$ cat src/rtl/multiply_tokens.sv
`default_nettype none
// ============================================================================
// Module   : multiply_tokens
// Purpose  : Per-channel serial token multiplier. Every '1' sampled on a[i]
//            produces MULT consecutive '1's on b[i], one cycle later. Ones that
//            arrive while earlier ones are still being emitted are queued in a
//            pending counter, so a run of R ones yields R*MULT output ones.
//            If the pending count would exceed MAX_RUN*(MULT-1), the channel
//            raises a sticky overflow flag, freezes its counter and silences
//            its output.
// Ports    : clk       - single clock, all state on posedge
//            rst_n     - asynchronous, active-low reset
//            clr       - (only with MULTIPLY_TOKENS_CLEAR_EN) per-channel
//                        synchronous clear of overflow, pending and b
//            a[CH]     - serial token input, bit i = channel i
//            b[CH]     - serial multiplied-token output
//            overflow  - per-channel sticky overflow flag
//            busy      - per-channel, high while pending count is nonzero
// Macro    : MULTIPLY_TOKENS_CLEAR_EN adds the clr input.
// Revision : 1.0 - initial release
// ============================================================================
module multiply_tokens #(
  parameter int CH      = 1,
  parameter int MULT    = 2,
  parameter int MAX_RUN = 200
) (
  input  logic          clk,
  input  logic          rst_n,
`ifdef MULTIPLY_TOKENS_CLEAR_EN
  input  logic [CH-1:0] clr,
`endif
  input  logic [CH-1:0] a,
  output logic [CH-1:0] b,
  output logic [CH-1:0] overflow,
  output logic [CH-1:0] busy
);

  // Largest value the pending counter ever has to hold.
  localparam int PEND_MAX = MAX_RUN * (MULT - 1);
  // Counter width; a MULT=1 build still gets a 1-bit counter that stays 0.
  localparam int PW = (PEND_MAX < 1) ? 1 : $clog2(PEND_MAX + 1);
  // One extra bit on the sum so the overflow compare cannot wrap.
  localparam logic [PW:0] INC   = (PW + 1)'(MULT - 1);
  localparam logic [PW:0] LIMIT = (PW + 1)'(PEND_MAX);

  for (genvar i = 0; i < CH; i++) begin : g_ch
    logic [PW-1:0] pend;
    logic          b_q;
    logic          ovf;
    logic [PW:0]   sum;
    logic          will_ovf;
    logic          clr_i;

`ifdef MULTIPLY_TOKENS_CLEAR_EN
    assign clr_i = clr[i];
`else
    assign clr_i = 1'b0;
`endif

    // The current '1' is emitted immediately, so only MULT-1 extra outputs
    // are queued per accepted input token.
    assign sum      = {1'b0, pend} + INC;
    assign will_ovf = a[i] && (sum > LIMIT);

    always_ff @(posedge clk or negedge rst_n) begin
      if (!rst_n) begin
        pend <= '0;
        b_q  <= 1'b0;
        ovf  <= 1'b0;
      end else if (clr_i) begin
        // Clear wins over a new input token on the same edge.
        pend <= '0;
        b_q  <= 1'b0;
        ovf  <= 1'b0;
      end else if (!ovf) begin
        if (will_ovf) begin
          // Setting edge: counter is left untouched, output goes silent.
          ovf <= 1'b1;
          b_q <= 1'b0;
        end else if (a[i]) begin
          b_q  <= 1'b1;
          pend <= sum[PW-1:0];
        end else if (pend != '0) begin
          b_q  <= 1'b1;
          pend <= pend - PW'(1);
        end else begin
          b_q  <= 1'b0;
        end
      end
      // While ovf is set everything holds until reset or clear.
    end

    // Output is gated combinationally so nothing leaks out of a channel
    // that has overflowed.
    assign b[i]        = b_q & ~ovf;
    assign overflow[i] = ovf;
    assign busy[i]     = (pend != '0);
  end

endmodule
`default_nettype wire
$ cat config.mk
export PLATFORM = sky130hd
export DESIGN_NAME = multiply_tokens
export DESIGN_NICKNAME = d
export VERILOG_FILES = /design/src/rtl/multiply_tokens.sv
export SDC_FILE = /design/constraint.sdc
export NUM_CORES = 1
export LEC_CHECK = 0
export CORE_UTILIZATION = 58
export CTS_CLUSTER_SIZE = 24
export DETAILED_ROUTE_END_ITERATION = 8
export PLACE_DENSITY = 0.78
export RECOVER_POWER = 100
export REMOVE_ABC_BUFFERS = 1
export SETUP_SLACK_MARGIN = 0.2
export SLEW_MARGIN = 30
export SYNTH_ARGS = -nofsm -noshare
export SYNTH_HDL_FRONTEND = slang
export SYNTH_SLANG_ARGS = --single-unit
$ cat constraint.sdc
create_clock -name clk -period 2.4 [get_ports clk]
set_input_delay 0.48 -clock clk [delete_from_list [all_inputs] [get_ports clk]]
set_output_delay 0.48 -clock clk [all_outputs]
set_load 0.1 [all_outputs]
==> flow_summary.html <==
<table>
<tr><th>Metric</th><th>Value</th></tr>
<tr><th colspan="2">Run status</th></tr>
<tr><td>Run status</td><td>finished clean</td></tr>
<tr><th colspan="2">STA</th></tr>
<tr><td>Final worst hold slack</td><td>0.523 ns</td></tr>
<tr><td>Share of the clock period used by the worst path after layout</td><td>92.2%</td></tr>
<tr><td>Final Setup Violations</td><td>0</td></tr>
<tr><td>Min Clock Period, post-route</td><td>2.21 ns</td></tr>
<tr><td>Pins Over Slew Limit</td><td>0</td></tr>
<tr><td>Setup TNS after final layout</td><td>0 ns</td></tr>
<tr><td>Setup ws final</td><td>0.187 ns</td></tr>
<tr><td>Worst Skew</td><td>0.00547 ns</td></tr>
<tr><td>Maximum frequency from static timing analysis</td><td>452 MHz</td></tr>
<tr><td>Transition time of the tightest slew-check pin</td><td>0.543 ns</td></tr>
<tr><td>Final count of hold timing violations</td><td>0</td></tr>
<tr><td>Max-slew headroom</td><td>63.9%</td></tr>
<tr><td>RSZ-0062 raised after global routing</td><td>yes</td></tr>
<tr><th colspan="2">Placed design</th></tr>
<tr><td>Worst-case setup slack after placement</td><td>0.235 ns</td></tr>
<tr><td>Placed wire-length estimate</td><td>1.85 mm</td></tr>
<tr><td>Number of cells in the design after placement</td><td>132</td></tr>
<tr><td>RePlAce Congestion</td><td>0.999</td></tr>
<tr><td>Port-buffer cells</td><td>5</td></tr>
<tr><th colspan="2">Setup path</th></tr>
<tr><td>Buffers and inverters on the worst path</td><td>2</td></tr>
<tr><td>Gate family responsible for the most delay along the worst path</td><td>simple AND/OR/NAND/NOR gates</td></tr>
<tr><td>CP startpoint kind</td><td>flip-flop</td></tr>
<tr><td>CP Max Fanout</td><td>12</td></tr>
<tr><td>Category of the critical setup timing path</td><td>flip-flop to output pin</td></tr>
<tr><td>Kind of capture point of the worst setup path</td><td>output pin</td></tr>
<tr><td>Longest individual stage delay on the worst path</td><td>0.50 ns</td></tr>
<tr><td>Cells traversed along the worst timing path</td><td>nor4_2 &gt; and3_1 &gt; inv_1 &gt; buf_12</td></tr>
<tr><td>Arrival time reported for the critical path endpoint</td><td>1.73 ns</td></tr>
<tr><td>Data required time of the worst path</td><td>1.92 ns</td></tr>
<tr><td>Number of cells on the critical path</td><td>4</td></tr>
<tr><td>Slowest cell on the critical path</td><td>sky130_fd_sc_hd__dfrtp_2</td></tr>
<tr><td>R2R depth</td><td>6</td></tr>
<tr><th colspan="2">Synthesis</th></tr>
<tr><td>Top cell type's share of synthesized area</td><td>24.8%</td></tr>
<tr><td>Post-Synth Simple-Gate Area</td><td>26.8%</td></tr>
<tr><td>Number of register bits inferred by synthesis</td><td>10</td></tr>
<tr><td>Cell type contributing the most total cell area after synthesis</td><td>sky130_fd_sc_hd__dfrtp_1</td></tr>
<tr><td>Leading register cell type out of synthesis</td><td>sky130_fd_sc_hd__dfrtp_1</td></tr>
<tr><td>Synth top area cells</td><td>sky130_fd_sc_hd__dfrtp_1 (25%), sky130_fd_sc_hd__ha_1 (3.7%), sky130_fd_sc_hd__nor3_1 (3.5%)</td></tr>
<tr><td>Number of flops mapped to enable cells by yosys</td><td>0</td></tr>
<tr><td>Sequential fraction of the synthesis area</td><td>24.8%</td></tr>
<tr><td>Synthesized area per cell</td><td>8.47 um2</td></tr>
<tr><td>Unique masters post-synth</td><td>50</td></tr>
<tr><td>Synth warn</td><td>0</td></tr>
<tr><td>Area share of xor/xnor cells in the synthesized design</td><td>1.74%</td></tr>
<tr><td>Proportion of register bits with asynchronous set or reset after synthesis</td><td>100%</td></tr>
<tr><td>Multiplexer area fraction after synthesis</td><td>0%</td></tr>
<tr><td>Post-synthesis instance area</td><td>1010 um2</td></tr>
<tr><td>Post-Synthesis Cells</td><td>119</td></tr>
<tr><td>Synthesized-area fraction occupied by adder cells</td><td>3.72%</td></tr>
<tr><td>Share of the synthesized area in compound gates (AO/OA/AOI/OAI)</td><td>32.4%</td></tr>
<tr><td>Largest family of logic cells by synthesized area</td><td>compound AO/OA/AOI/OAI gates</td></tr>
<tr><th colspan="2">Clock network</th></tr>
<tr><td>CTS Sinks</td><td>10</td></tr>
<tr><td>Setup repair bufs after CTS</td><td>0</td></tr>
<tr><td>CTS Buf Count</td><td>3</td></tr>
<tr><td>Total of cells resized after clock tree synthesis</td><td>2</td></tr>
<tr><td>H-tree depth</td><td>1</td></tr>
<tr><td>Worst-case clock buffer depth</td><td>2</td></tr>
<tr><td>Clock edge transition at the registers on the reported setup and hold paths</td><td>0.07 ns</td></tr>
<tr><td>Clock tree from TritonCTS</td><td>built</td></tr>
<tr><td>CTS Root Cell</td><td>sky130_fd_sc_hd__clkbuf_4</td></tr>
<tr><td>Clock latency on the worst-skew pair</td><td>0.27 ns</td></tr>
<tr><td>Quantity of hold-fixing buffers added after cts</td><td>0</td></tr>
<tr><th colspan="2">Detailed routing</th></tr>
<tr><td>DRC marker count from the first detailed-route iteration</td><td>45</td></tr>
<tr><td>Number of iterations in the first detailed-routing pass</td><td>4</td></tr>
<tr><td>Routed vias</td><td>983</td></tr>
<tr><td>Post-route DRC violation count</td><td>0</td></tr>
<tr><td>Per-cell via count in the routed design</td><td>7.23</td></tr>
<tr><td>Number of nets with antenna violations after detailed routing</td><td>0</td></tr>
<tr><td>DRT Wirelength</td><td>2.44 mm</td></tr>
<tr><td>Wire length per cell</td><td>17.9 um</td></tr>
<tr><th colspan="2">Floorplanning</th></tr>
<tr><td>Core region area</td><td>1560 um2</td></tr>
<tr><td>Number of top-level design ports</td><td>6</td></tr>
<tr><td>Height of the chip</td><td>43.7 um</td></tr>
<tr><td>Starting Density</td><td>64.7%</td></tr>
<tr><td>Area of the die</td><td>1910 um2</td></tr>
<tr><td>X dimension of the die</td><td>43.7 um</td></tr>
<tr><td>Number of standard-cell rows in the floorplan</td><td>14</td></tr>
<tr><th colspan="2">Finish</th></tr>
<tr><td>Number of antenna repair diodes</td><td>0</td></tr>
<tr><td>Post-layout nets</td><td>127</td></tr>
<tr><td>Commonest non-fill, non-tap cell in the layout</td><td>sky130_fd_sc_hd__inv_1</td></tr>
<tr><td>Fraction of layout instances using a drive strength above 1</td><td>19.2%</td></tr>
<tr><td>Area growth syn-to-layout</td><td>4.84%</td></tr>
<tr><td>Most frequent cells in the layout</td><td>sky130_fd_sc_hd__inv_1 (9), sky130_fd_sc_hd__nor2_1 (7), sky130_fd_sc_hd__nand3_1 (7), sky130_fd_sc_hd__nor3_1 (7), sky130_fd_sc_hd__dfrtp_1 (7)</td></tr>
<tr><td>Final instance count without filler cells</td><td>136</td></tr>
<tr><td>Number of fill cells in the layout</td><td>127</td></tr>
<tr><th colspan="2">GRT</th></tr>
<tr><td>All-layer global routing usage</td><td>30.9%</td></tr>
<tr><td>Residual overflow from global routing</td><td>0</td></tr>
<tr><td>Number of antenna violations at the first check in global routing</td><td>0</td></tr>
<tr><td>Global-route wire length before repair</td><td>4.33 mm</td></tr>
<tr><td>Vias in the first global route</td><td>931</td></tr>
<tr><td>Maximum number of pins on one net before global-route repair</td><td>13</td></tr>
<tr><th colspan="2">Power</th></tr>
<tr><td>Worst voltage drop across the vdd grid</td><td>706 uV</td></tr>
<tr><td>Cell Pwr Density</td><td>1120 nW/um2</td></tr>
<tr><td>Leakage</td><td>0.390 nW</td></tr>
<tr><th colspan="2">Hold path</th></tr>
<tr><td>Number of instances on the worst hold path</td><td>2</td></tr>
<tr><td>Worst min-delay path class</td><td>flip-flop to flip-flop</td></tr>
<tr><th colspan="2">Flow run</th></tr>
<tr><td>Number of max-cap violations</td><td>0</td></tr>
</table>
==> Yosys cell counts (2+ instances only) <==
library cell and number:
sky130_fd_sc_hd__a31oi_1 2, sky130_fd_sc_hd__ha_1 3, sky130_fd_sc_hd__and2_1 5, sky130_fd_sc_hd__or4_1 2, sky130_fd_sc_hd__nand3_1 6, sky130_fd_sc_hd__buf_4 3
sky130_fd_sc_hd__clkbuf_1 2, sky130_fd_sc_hd__inv_1 9, sky130_fd_sc_hd__buf_6 2, sky130_fd_sc_hd__buf_2 4, sky130_fd_sc_hd__nor2_1 7, sky130_fd_sc_hd__nand2_1 5
sky130_fd_sc_hd__nand2b_1 2, sky130_fd_sc_hd__a21oi_1 4, sky130_fd_sc_hd__nor3_1 7, sky130_fd_sc_hd__o21ai_0 4, sky130_fd_sc_hd__a211oi_1 3, sky130_fd_sc_hd__nand4_1 3
sky130_fd_sc_hd__a32oi_1 3, sky130_fd_sc_hd__a221oi_1 2, sky130_fd_sc_hd__nor4_1 2, sky130_fd_sc_hd__o22ai_1 2, sky130_fd_sc_hd__dfrtp_1 10
==> per-layer routing <==
| layer | track usage, % | vias up | share of wire, % |
|---|---|---|---|
| met5 | 0 | - | 0 |
| met3 | 7.08 | 13 | 7.7 |
| li1 | - | 465 | - |
| met4 | 15.0 | 0 | 3.4 |
| met2 | 48.1 | 63 | 47 |
| met1 | 40.3 | 442 | 42 |
==> path summary, 6_finish.rpt <==
kind                                  from         endpoint  slack, ns
max                        g_ch[0].pend[5]             busy       0.19
min                            g_ch[0].b_q      g_ch[0].b_q       0.52
max reg2reg                g_ch[0].pend[0]  g_ch[0].pend[6]       0.29
min reg2reg                    g_ch[0].b_q      g_ch[0].b_q       0.52
max in group asynchronous            rst_n  g_ch[0].pend[2]       1.46
min in group asynchronous            rst_n  g_ch[0].pend[6]       0.59
==> stage by stage <==
stage               utilization (%)  instance area (um2)  power [mW]
floorplan                         -                  936       0.848
global placement               66.3                 1030        1.03
detailed placement             66.3                 1030        1.04
CTS                            69.3                 1080        1.20
global route                   67.8                 1060        1.28
finish                         67.8                 1060        1.19
==> tightest hold or removal path: stages, from the launching register on <==
cell and delay [ns]:
sky130_fd_sc_hd__dfrtp_1 0.32, sky130_fd_sc_hd__inv_1 0.05, sky130_fd_sc_hd__a21oi_1 0.11
==> area by class of cell <==
type                            instances  area [um2]  area share, %
Sequential cell                        10         254           24.0
Multi-Input combinational cell         89         641           60.6
Clock buffer                            4        36.3           3.43
Timing Repair Buffer                    8        72.6           6.86
Inverter                                9        33.8           3.20
Tap cell                               16        20.0           1.89
==> report_power, final <==
group | switching, mW | internal (mW)
clock | 0.0597 | 0.0921
combinational | 0.484 | 0.248
sequential | 0.0855 | 0.218
==> state kept, by name, summed over array words and instances, names as in the netlist <==
signal / count
overflow: 1
g_ch.b_q: 1
g_ch.pend: 8
==> kinds of logic after synthesis <==
| group | count (synthesis) |
|---|---|
| xor+xnor | 2 |
| simple gates | 47 |
| compound gates | 37 |
| flops | 10 |
| fa+ha+maj | 3 |
| buf+inv | 20 |
Power figures use the tool's default switching activity.
